[config.mk]
export PLATFORM = sky130hd
export DESIGN_NAME = decode_stage
export DESIGN_NICKNAME = d
export VERILOG_FILES = /design/src/rtl/decode_stage.sv
export SDC_FILE = /design/constraint.sdc
export NUM_CORES = 1
export LEC_CHECK = 0
export BUFFER_PORTS_ARGS = -buffer_cell sky130_fd_sc_hd__buf_2
export CAP_MARGIN = 10
export CORE_MARGIN = 5
export CORE_UTILIZATION = 30
export CTS_CLUSTER_DIAMETER = 80
export DETAILED_ROUTE_END_ITERATION = 10
export GPL_TIMING_DRIVEN = 0
export PLACE_DENSITY_LB_ADDON = 0.15
export RECOVER_POWER = 25
export SYNTH_ARGS = -nofsm -noshare
export SYNTH_HDL_FRONTEND = slang
export SYNTH_SLANG_ARGS = --single-unit
[constraint.sdc]
create_clock -name clk -period 4.4 [get_ports clk]
set_input_delay 0.22 -clock clk [delete_from_list [all_inputs] [get_ports clk]]
set_output_delay 0.22 -clock clk [all_outputs]
set_load 0.01 [all_outputs]
[src/rtl/decode_stage.sv]
// decode_stage: registered instruction decode with register file, write-back forwarding, load-use stall, flush and sticky halt
// Inputs: fetch side (in_valid, pc, pc_plus1, inst), flush, write-back (wb_en, wb_reg, wb_data), out_ready from execute.
// Outputs: in_ready to fetch, and the ID/EX register (out_valid, pc_out, inst_out, operands, indices, control, alu_ctrl), halted.
module decode_stage #(
  parameter int DATA_W = 32,
  parameter int ADDR_W = 16,
  parameter int BYPASS = 1
) (
  input  logic              clk,
  input  logic              rst,
  input  logic              in_valid,
  output logic              in_ready,
  input  logic [ADDR_W-1:0] pc,
  input  logic [ADDR_W-1:0] pc_plus1,
  input  logic [15:0]       inst,
  input  logic              flush,
  input  logic              wb_en,
  input  logic [2:0]        wb_reg,
  input  logic [DATA_W-1:0] wb_data,
  output logic              out_valid,
  input  logic              out_ready,
  output logic [ADDR_W-1:0] pc_out,
  output logic [15:0]       inst_out,
  output logic [DATA_W-1:0] reg1_data,
  output logic [DATA_W-1:0] reg2_data,
  output logic [2:0]        src1,
  output logic [2:0]        src2,
  output logic [2:0]        wr_reg,
  output logic              wr_en,
  output logic              branch,
  output logic              jump,
  output logic              rqrd_or_imm,
  output logic              rs_or_imm,
  output logic              mem_write,
  output logic              mem_read,
  output logic              pixel_en,
  output logic              pixel_value,
  output logic              read_coord,
  output logic [3:0]        alu_ctrl,
  output logic              halted
);
  logic [DATA_W-1:0] r_rf [8];
  logic              r_valid, r_halted;
  logic [ADDR_W-1:0] r_pc;
  logic [15:0]       r_inst;
  logic [DATA_W-1:0] r_d1, r_d2;
  logic [2:0]        r_s1, r_s2, r_wr;
  logic [9:0]        r_ctrl;
  logic [3:0]        r_alu;
  logic [3:0]        w_op;
  logic [2:0]        w_src1, w_src2;
  logic [9:0]        w_ctrl;
  logic [3:0]        w_alu;
  logic [DATA_W-1:0] w_rd1, w_rd2;
  logic              w_hazard, w_accept;
  assign w_op   = inst[15:12];
  assign w_src1 = inst[14] ? inst[11:9] : inst[5:3];
  assign w_src2 = inst[8:6];
  // control bit order: branch, jump, rqrd_or_imm, rs_or_imm, mem_write, mem_read, pixel_en, pixel_value, read_coord, wr_en
  assign w_ctrl = {w_op == 4'b0010, w_op == 4'b0100, w_op == 4'b0111 || w_op == 4'b1000, w_op[3] & w_op[2],
                   w_op == 4'b0111, w_op == 4'b1000, w_op == 4'b0101, inst[0], w_op == 4'b1001,
                   w_op[3] | (w_op == 4'b0110)};
  always_comb begin
    w_alu = (w_op[3:2] == 2'b11) ? {2'b00, w_op[1:0]} :
            (w_op == 4'b1011)    ? ((inst[2:0] == 3'd0) ? 4'b1000 : {1'b0, inst[2:0]}) :
            (w_op == 4'b1010)    ? {1'b1, inst[2:0]} : 4'b1111;
  end
  assign w_rd1 = (BYPASS != 0 && wb_en && wb_reg == w_src1) ? wb_data : r_rf[w_src1];
  assign w_rd2 = (BYPASS != 0 && wb_en && wb_reg == w_src2) ? wb_data : r_rf[w_src2];
  // conservative: any index match against an in-flight load stalls, whether or not the operand is used
  assign w_hazard = r_valid & r_ctrl[4] & ((r_wr == w_src1) | (r_wr == w_src2));
  // during flush the input is consumed and discarded
  assign in_ready = rst & (flush | (~r_halted & ~w_hazard & (~r_valid | out_ready)));
  assign w_accept = in_valid & in_ready & ~flush;
  always_ff @(posedge clk or negedge rst) begin
    if (!rst) begin
      for (int i = 0; i < 8; i++) r_rf[i] <= '0;
    end else if (wb_en) begin
      r_rf[wb_reg] <= wb_data;
    end
  end
  always_ff @(posedge clk or negedge rst) begin
    if (!rst) begin
      r_valid  <= 1'b0;
      r_halted <= 1'b0;
      r_pc     <= '0;
      r_inst   <= '0;
      r_d1     <= '0;
      r_d2     <= '0;
      r_s1     <= '0;
      r_s2     <= '0;
      r_wr     <= '0;
      r_ctrl   <= '0;
      r_alu    <= 4'b1111;
    end else if (flush) begin
      r_valid  <= 1'b0;
      r_halted <= 1'b0;
    end else if (w_accept) begin
      r_valid  <= 1'b1;
      r_halted <= r_halted | (w_op == 4'b0000);
      r_pc     <= (w_op == 4'b0000) ? pc : pc_plus1;
      r_inst   <= inst;
      r_d1     <= w_rd1;
      r_d2     <= w_rd2;
      r_s1     <= w_src1;
      r_s2     <= w_src2;
      r_wr     <= inst[11:9];
      r_ctrl   <= w_ctrl;
      r_alu    <= w_alu;
    end else if (r_valid && out_ready) begin
      r_valid  <= 1'b0;
    end
  end
  assign out_valid = r_valid;
  assign halted    = r_halted;
  assign pc_out    = r_pc;
  assign inst_out  = r_inst;
  assign reg1_data = r_d1;
  assign reg2_data = r_d2;
  assign src1      = r_s1;
  assign src2      = r_s2;
  assign wr_reg    = r_wr;
  assign alu_ctrl  = r_alu;
  assign {branch, jump, rqrd_or_imm, rs_or_imm, mem_write, mem_read, pixel_en, pixel_value, read_coord, wr_en} = r_ctrl;
endmodule

==> qor.csv, run 1 <==
metric,value,unit
r2r_slack,1800,ps
worstHoldPathCells,3,
worstSetupEndpointType,flip-flop,
clock-root-buffer,clkbuf_16,
grt_remaining_overflow,0,
share_of_the_yosys_chip_area_belonging_to_registers,48.7,%
initial_utilization,30.2,%
grt_pass1_wl,96800,microns
hold_fix_buffers_cts,42,
area_growth_syn_to_layout,20.9,%
avgViaCountPerCell,5.22,
grtUsageTotal,19.1,%
clk_transition_reported_paths,60,ps
die_height,262,microns
number_of_global_route_vias_before_repair,13990,
netlist.area_leader.share,48.1,%
hold_path.startpoint,flush,
grt.met3_usage,4.54,%
via_count,13314,
clock_tree.buffer_depth,3,
wl_per_cell,26.4,microns
netlist_top_cells_area,"dfrtp_1 48%, mux2_2 20%, mux2i_1 8.3%",
fin_area,23000,sq um
finalSetupViolCount,0,
die_x,262,microns
worst_skew_pair_later_pin_latency,590,ps
holdCritPathClass,in -> reg,
clock_tree.htree_level_count,2,
synth.avg_cell_area,13.6,sq um
floorplan.core_area,63000,sq um
period_share,78.3,%
synth_enable_flop_cells,0,
layout.nets,1752,
crit_fanout,89,
ys.flop_type,dfrtp_1,
groute.layer.met1.usage,26.2,%
worst_setup_path_start_kind,input port,
setup-tns-final,0,ps
synth_largest_area_cell,dfrtp_1,
antenna_found_initial,5,
yosys_register_bits,370,
async_reset_ff_share,100,%
hold-path-endpoint,out_valid,
r2r-end,reg1_data[22],
drtIter0Drc,956,
max_slew_margin,16.6,%
cts.sinks,370,
total_count_of_hold_check_failures_in_the_final_report,0,
top_level_ports,211,
fp-row-count,92,
timing.reg2reg.worst_path_depth,6,
grt_max_degree,107,
drt-pass1-iter-count,5,
tritoncts.num_buffers,46,
layout-drive-gt1-share,40.6,%
detailed_place_hpwl,43600,microns
setup_repair_after_global_routing_missed_its_margin,false,
design.die.area,68600,sq um
n_fill_cell,6210,
final.setup_skew,15.1,ps
global_route.usage.met2,30.9,%
synth_cell_type_count,43,
dpl-instance-area,21100,sq um
min_period,3450,ps
cts_tree,done,
slowest_stage,a2111oi_0,
tightestPinTransition,1250,ps
timing.final.max_slew_violations,0,
cts.repair_timing.setup_buffer_count,0,
detail_route.drc_violations,0,
gr-max-usage-layer,met2,
worstPathRequired,4820,ps
timing.fmax,0.290,GHz
syn_inst,1399,
result_of_the_run,"finished, final reports clean",
vdd_ir_drop_max,271,uV
drtAntennaViolNets,0,
crit_path_max_incr_delay,760,ps
p_per_area,499,nW/um^2
postSynthNetCount,1488,
maxCapViolations,0,
synthesis.yosys.warnings,0,
crit-reg2reg-launch,inst_out[11],
power_leakage,9.81,nW
detail_route.wirelength,67400,microns
place.port_buffers,170,
netlist_area,19000,sq um
crit_arrival,3870,ps
cts_resized,0,
gp_congestion,0.776,
critical_path_class,in -> reg,
cp_cell_sequence,dlygate4sd3_1 > buf_8 > buf_16 > nand3_1 > clkbuf_1 > a2111oi_0 > a2bb2oi_1,
cell type report:
cell class,instances,area [sq um],share of cell area [%]
Antenna cell,3,7.51,0.0326
Multi-Input combinational cell,871,9070,39.4
Inverter,4,15.0,0.0652
Sequential cell,370,9260,40.3
Clock inverter,17,218,0.946
Timing Repair Buffer,216,1340,5.82
Clock buffer,68,1350,5.88
Tap cell,846,1060,4.60
Buffer,154,682,2.96
stage by stage:
step | instances | power (mW) | utilization (%) | hold WS [ps] | setup WS (ps)
detailed placement | 2419 | 7.61 | 33.4 | 293 | 909
finish | 2549 | 11.5 | 36.5 | 41.1 | 953
global placement | 2415 | 7.54 | 33.3 | 482 | -7190
CTS | 2546 | 11.7 | 36.6 | 2.83 | 929
global route | 2546 | 12.1 | 36.5 | 12.2 | 670
floorplan | 1399 | 6.51 | - | -75.6 | 2310
worst max path at each step:
stage                     startpoint             to  slack (ps)  cells after the start
after floorplan             inst[14]     pc_out[10]        2310                      5
after global placement           rst  reg2_data[17]       -7190                      5
after detailed placement         rst  reg2_data[19]         910                      6
after CTS                        rst  reg2_data[19]         930                      7
after global routing             rst  reg2_data[11]         670                      7
final                            rst  reg1_data[14]         950                      7
flip-flops by register name (all words and copies together) (netlist names):
name and count:
r_rf 256, reg1_data 32, reg2_data 32, inst_out 16, pc_out 16, r_ctrl 9
alu_ctrl 4, src1 3, halted 1, out_valid 1
cell usage in the layout (no fill, tap or decap), types with 4 or more instances in the layout:
cell           netlist  layout
dfrtp_1            366     366
mux2_2             336     336
buf_2               29     167
mux2i_1            157     157
clkbuf_1           100     141
mux4_2              66      66
a22oi_1             62      62
clkbuf_16            0      46
dlygate4sd3_1        0      42
nor2_1              39      39
a21oi_1             32      32
nand3_1             32      32
a2111oi_0           32      32
a2bb2oi_1           32      32
mux2_4              16      16
clkbuf_8             0      12
buf_1               11      11
buf_4               10      10
nand2_1              8       8
o21ai_0              8       8
xnor2_1              7       7
clkinv_2             0       6
xor2_1               5       5
nand2b_1             5       5
nor3_1               5       5
inv_1                4       4
buf_6                4       4
dfstp_2              4       4
bufinv_16            0       4
Yosys cell counts, types with 10 or more instances:
library cell / count
mux2_4: 16
mux4_2: 66
buf_2: 29
mux2i_1: 157
buf_1: 11
a22oi_1: 62
buf_4: 10
dfrtp_1: 366
nand3_1: 32
a2bb2oi_1: 32
clkbuf_1: 100
a2111oi_0: 32
a21oi_1: 32
nor2_1: 39
mux2_2: 336
cells by family after synthesis:
family | Yosys count | share of synthesized area (%)
AO/OA/AOI/OAI | 174 | 6.77
XOR/XNOR | 12 | 0.552
buffers and inverters | 158 | 3.66
flip-flops | 370 | 48.7
multiplexers | 577 | 37.4
AND/OR/NAND/NOR | 108 | 2.91
worst max-delay path, delay by kind of cell:
kind            cells  cell delay, ps
buf+inv             4            2050
compound gates      2             910
simple gates        1             570
where the power goes:
part / internal (mW) / total, mW / switching (mW)
Sequential: 4.23 / 4.81 / 0.582
Clock: 2.37 / 3.95 / 1.57
Combinational: 1.46 / 2.73 / 1.27
Total: 8.06 / 11.5 / 3.43
layer usage:
layer	vias to the layer above	wire length, microns	part of all wire, %
li1	5829	-	-
met1	6984	30000	45
met2	411	31300	46
met3	84	4610	6.8
met4	6	1370	2.0
met5	-	47	0.070
No activity file was read; power rests on OpenSTA's default activity.
==> inputs of run 2 (changes only) <==
==> constraint.sdc (replaced) <==
create_clock -name clk -period 3.4 [get_ports clk]
set_input_delay 0.17 -clock clk [delete_from_list [all_inputs] [get_ports clk]]
set_output_delay 0.17 -clock clk [all_outputs]
set_load 0.01 [all_outputs]
==> run 2 against run 1 <==
Net effect: critical endpoint is now out_valid; first-iteration DRC count is 2.2% higher; power is 30% higher; cell area is 0.22% higher; largest cell class unchanged; core utilization up 0.079 points; clock skew rose by 4.9 ps; global-route usage about the same; combinational power grew 31%; sequential share of layout area is 0.087 points lower; the run now ends with max-capacitance violations, max-slew violations left; count of clock-buffer cells in the layout unchanged; sequential power rose by 29%.
==> qor.csv, run 2 (synthesis results as in run 1) <==
metric,value,unit
holdCritPathClass,in -> reg,
power_leakage,9.91,nW
max_flop_register,r_rf,
critical-path-top-delay-family,buffers and inverters,
area_growth_syn_to_layout,21.2,%
total_count_of_hold_check_failures_in_the_final_report,0,
largest_register_ffs,256,
met2RoutedLength,31300,microns
top_level_ports,211,
place_ws,-41.0,ps
dpl-instance-area,21100,sq um
antenna_found_initial,5,
drtAntennaViolNets,0,
worst_setup_path_start_kind,flip-flop,
floorplan.core_area,63000,sq um
grt_max_degree,107,
crit_fanout,19,
number_of_global_route_vias_before_repair,14007,
vdd_ir_drop_max,352,uV
detailed_place_hpwl,43600,microns
r2r-end,out_valid,
slowest_stage,dlygate4sd3_1,
clock_tree.buffer_depth,3,
clock-root-buffer,clkbuf_16,
setup_repair_after_global_routing_missed_its_margin,false,
worstSetupStartpoint,inst_out[11],
initial_utilization,30.2,%
setup_ws_post_layout,194,ps
wl_per_cell,26.4,microns
grtUsageTotal,19.1,%
met1Wirelength,30300,microns
worstSetupEndpointType,flip-flop,
period_share,94.3,%
timing.critical_path.buf_inv,4,
detail_route.drc_violations,0,
n_fill_cell,6193,
crit-reg2reg-launch,inst_out[11],
crit_path_max_incr_delay,550,ps
design.die.area,68600,sq um
layout-drive-gt1-share,42.5,%
top_layer,met5,
die_x,262,microns
detail_route.wirelength,67400,microns
failed_checks,"max-capacitance violations, max-slew violations",
most_used_cells_in_the_layout_excluding_fill_and_tap_cells,"366 x dfrtp_1, 336 x mux2_2, 199 x buf_2, 157 x mux2i_1, 109 x clkbuf_1",
avgViaCountPerCell,5.22,
die_height,262,microns
gp_congestion,0.776,
r2r_slack,190,ps
cts_tree,done,
tritoncts.num_buffers,46,
finalSetupViolCount,0,
grt_remaining_overflow,0,
path_depth,8,
clock_tree.htree_level_count,2,
cts.sinks,370,
place.port_buffers,170,
timing.reg2reg.worst_path_depth,8,
final.setup_skew,20.0,ps
worstPathRequired,3860,ps
p_per_area,645,nW/um^2
fp-row-count,92,
layout.cells.most_common,dfrtp_1,
drtIter0Drc,977,
timing.fmax,0.312,GHz
fin_area,23100,sq um
critical_path_class,reg -> reg,
final_core_utilization,36.6,%
clk_transition_reported_paths,60,ps
cp-endpoint,out_valid,
via_count,13328,
tightestPinTransition,2600,ps
path_common_cell,buf_2,
crit_arrival,3670,ps
met3WireLength,4460,microns
min_period,3210,ps
grt_pass1_wl,96900,microns
layout.nets,1755,
worst_skew_pair_later_pin_latency,590,ps
result_of_the_run,"complete, but fails checks",
drt-pass1-iter-count,5,
maxCapViolations,2,
cp_cell_sequence,xor2_1 > o41ai_1 > buf_2 > nor3_2 > buf_6 > buf_2 > a31o_2 > dlygate4sd3_1,
timing.final.max_slew_violations,195,
max_slew_margin,-73.4,%
run 2: cell types whose count changed in the layout (fill, tap and decap cells not counted), sizes merged:
cell and delta:
buf +31, dlygate4sd3 +3, clkbuf -31, diode -1
run 2: repair_timing:
action / 4_1_cts / 5_1_grt
buffers inserted: 0 / 0
gates resized for setup: 0 / 1
hold endpoints to repair: 114 / 0
hold buffers: 46 / 0
setup endpoints to repair: 0 / 2
run 2: worst min path at each step:
stage,from,end,slack [ps],cells past startpoint
2_1_floorplan,rst,halted,-130,0
3_3_place_gp,inst[3],inst_out[3],430,2
3_5_place_dp,rst,reg2_data[25],240,1
4_1_cts,inst[14],r_ctrl[5],50,4
5_1_grt,inst[14],r_ctrl[5],90,4
6_report,inst[14],r_ctrl[5],100,4
run 2: worst register-to-register path, stage by stage, from the launching register on:
cell           delay, ps
dfrtp_1              480
xor2_1               180
o41ai_1              490
buf_2                470
nor3_2               180
buf_6                200
buf_2                250
a31o_2               260
dlygate4sd3_1        550
run 2: metrics by stage:
step	hold WS [ps]	std cells	power (mW)	setup TNS, ps
after floorplan	-126	1399	8.43	0
after global placement	433	2415	9.75	-3000400
after detailed placement	243	2419	9.84	-299
after CTS	54.6	2550	15.1	0
after global routing	90.3	2549	15.7	0
final	96.5	2551	14.9	0
run 2: cell type report:
class                   count  area [sq um]  area share [%]
flip-flops and latches    370          9260            40.2
multi-input cells         871          9080            39.4
repair buffers            220          1390            6.03
clock buffers              68          1350            5.87
well taps                 846          1060            4.59
plain buffers             153           678            2.94
clock inverters            17           218           0.944
inverters                   4          15.0          0.0651
diodes                      2          5.00          0.0217
run 2: per-layer routing:
metal | up-vias | global-route usage (%)
met5 | - | 0
met2 | 402 | 30.9
met1 | 6990 | 26.2
li1 | 5840 | -
met3 | 90 | 4.54
met4 | 6 | 4.27
run 2: where the power goes:
group / total (mW) / switching (mW) / internal (mW)
sequential: 6.22 / 0.746 / 5.47
combinational: 3.57 / 1.64 / 1.92
clock: 5.11 / 2.04 / 3.07
==> inputs of run 3 (changes only) <==
==> constraint.sdc (replaced) <==
create_clock -name clk -period 2.6 [get_ports clk]
set_input_delay 0.13 -clock clk [delete_from_list [all_inputs] [get_ports clk]]
set_output_delay 0.13 -clock clk [all_outputs]
set_load 0.01 [all_outputs]
==> run 3 against run 2 <==
Net effect: the flow still finishes with violations (max-capacitance violations, max-slew violations); first-iteration DRC count shrank 12%; register-to-register slack lost 50 ps; combinational power grew 31%; flip-flop and latch count is the same; largest cell class unchanged; largest power group unchanged; via count grew 0.39%.
==> qor.csv, run 3 (synthesis results as in run 1) <==
metric,value,unit
grt_pass1_wl,97100,microns
totalPowerFinal,19.5,mW
grt_remaining_overflow,0,
clock-root-buffer,clkbuf_16,
number_of_global_route_vias_before_repair,14006,
top_level_ports,211,
place.port_buffers,170,
crit_fanout,10,
clk_transition_reported_paths,60,ps
power.sequential.fraction,41.7,%
holdCritPathClass,in -> reg,
drt-pass1-iter-count,5,
via_count,13380,
avgViaCountPerCell,5.23,
cts_tree,done,
cts.sinks,370,
die_height,262,microns
gr-max-usage-layer,met2,
timing.final.max_slew_violations,107,
vdd_ir_drop_max,463,uV
detailed_place_hpwl,43600,microns
floorplan.core_area,63000,sq um
tritoncts.num_buffers,46,
layout-drive-gt1-share,43.0,%
drtIter0Drc,857,
largest_register_ffs,256,
grt_max_degree,107,
max_slew_margin,-7.05,%
dpl-instance-area,21100,sq um
max_flop_register,r_rf,
clock_tree.htree_level_count,2,
intPower,13.7,mW
worstSetupEndpointType,primary output,
gp_congestion,0.776,
r2r_slack,140,ps
share_comb_of_total_power,24.0,%
groute.layer.met1.usage,26.3,%
result_of_the_run,"complete, but fails checks",
failed_checks,"max-capacitance violations, max-slew violations",
setup_repair_after_global_routing_missed_its_margin,false,
tightestPinTransition,1610,ps
total_count_of_hold_check_failures_in_the_final_report,0,
power_leakage,9.96,nW
timing.critical_path.buf_inv,5,
worst_setup_path_start_kind,input port,
slowest_stage,dlygate4sd3_1,
fin_area,23200,sq um
worst_skew_pair_later_pin_latency,590,ps
wl_per_cell,26.4,microns
global_route.usage.met2,31.0,%
layout.nets,1760,
crit_path_max_incr_delay,540,ps
grtUsageTotal,19.1,%
worstPathRequired,2470,ps
critical_path_class,in -> out,
area_growth_syn_to_layout,21.8,%
drtAntennaViolNets,0,
switching_power,5.81,mW
initial_utilization,30.2,%
power.share.switching,29.8,%
final.setup_skew,18.3,ps
detail_route.drc_violations,0,
finalSetupViolCount,0,
layout.cells.most_common,dfrtp_1,
min_period,2510,ps
design.die.area,68600,sq um
clock_tree.buffer_depth,3,
period_share,96.6,%
crit_arrival,2380,ps
fp-row-count,92,
detail_route.wirelength,67600,microns
most_used_cells_in_the_layout_excluding_fill_and_tap_cells,"364 x dfrtp_1, 336 x mux2_2, 195 x buf_2, 157 x mux2i_1, 107 x clkbuf_1",
critical-path-top-delay-family,buffers and inverters,
power.clock.fraction,34.3,%
cp_cell_sequence,dlygate4sd3_1 > buf_2 > mux2i_4 > xnor2_1 > nor4_2 > buf_4 > buf_4 > o21ai_1 > and2_1 > buf_2,
maxCapViolations,1,
setup_ws_post_layout,88.7,ps
grt.met3_usage,4.46,%
timing.fmax,0.398,GHz
p_per_area,841,nW/um^2
die_x,262,microns
place_ws,-801,ps
antenna_found_initial,5,
-- run 3: changes by cell type in the layout (fill, tap and decap cells not counted), moves of 2 or more --
| cell | previous run | this run |
|---|---|---|
| buf_4 | 10 | 16 |
| buf_2 | 199 | 195 |
| clkbuf_4 | 0 | 3 |
| buf_16 | 2 | 4 |
| clkbuf_1 | 109 | 107 |
| dfrtp_1 | 366 | 364 |
| dfrtp_2 | 0 | 2 |
-- run 3: through the flow --
step / util [%] / hold slack [ps] / setup TNS, ps / std cells
after floorplan: - / -166 / 0 / 1399
after global placement: 33.3 / 393 / -3372380 / 2415
after detailed placement: 33.4 / 203 / -73660 / 2419
after CTS: 36.8 / 14.6 / 0 / 2553
after global routing: 36.8 / 51.1 / 0 / 2554
final: 36.8 / 53.8 / 0 / 2557
-- run 3: tightest hold or removal path: stages --
cell	delay, ps
buf_6	140
nand2b_1	110
or2_2	140
o21ai_0	70
-- run 3: power by group through the flow --
stage | clock [mW] | combinational, mW | sequential (mW)
CTS | 6.88 | 4.76 | 8.12
finish | 6.69 | 4.68 | 8.13
global placement | 0 | 4.58 | 8.17
floorplan | 0 | 2.86 | 8.16
detailed placement | 0 | 4.66 | 8.21
global route | 7.12 | 5.09 | 8.29
-- run 3: cell type report --
class,count,area (sq um)
Clock buffer,68,1350
Clock inverter,17,218
Fill cell,6181,39800
Timing Repair Buffer,224,1470
Inverter,4,15.0
Sequential cell,370,9270
Antenna cell,3,7.51
Multi-Input combinational cell,871,9090
Buffer,154,704
Tap cell,846,1060
-- run 3: final timing paths --
kind                             start             to  depth (start not counted)
setup / recovery              inst[10]       in_ready                         10
hold / removal                inst[14]      r_ctrl[5]                          4
setup reg to reg           inst_out[9]  reg1_data[22]                          7
hold reg to reg            inst_out[2]    inst_out[2]                          1
max in group asynchronous          rst  reg2_data[14]                          3
min in group asynchronous          rst    alu_ctrl[3]                          4
-- run 3: what timing repair did --
item,in CTS,in global routing
setup buffers,2,1
pin swaps,0,3
hold endpoints to repair,166,0
hold buffers,47,0
resized for setup,12,6
setup endpoints to repair,63,82
-- run 3: layer usage --
metal | vias up | share of wire (%)
met2 | 424 | 46
met4 | 6 | 2.1
met5 | - | 0.070
met3 | 89 | 7.0
li1 | 5848 | -
met1 | 7013 | 45
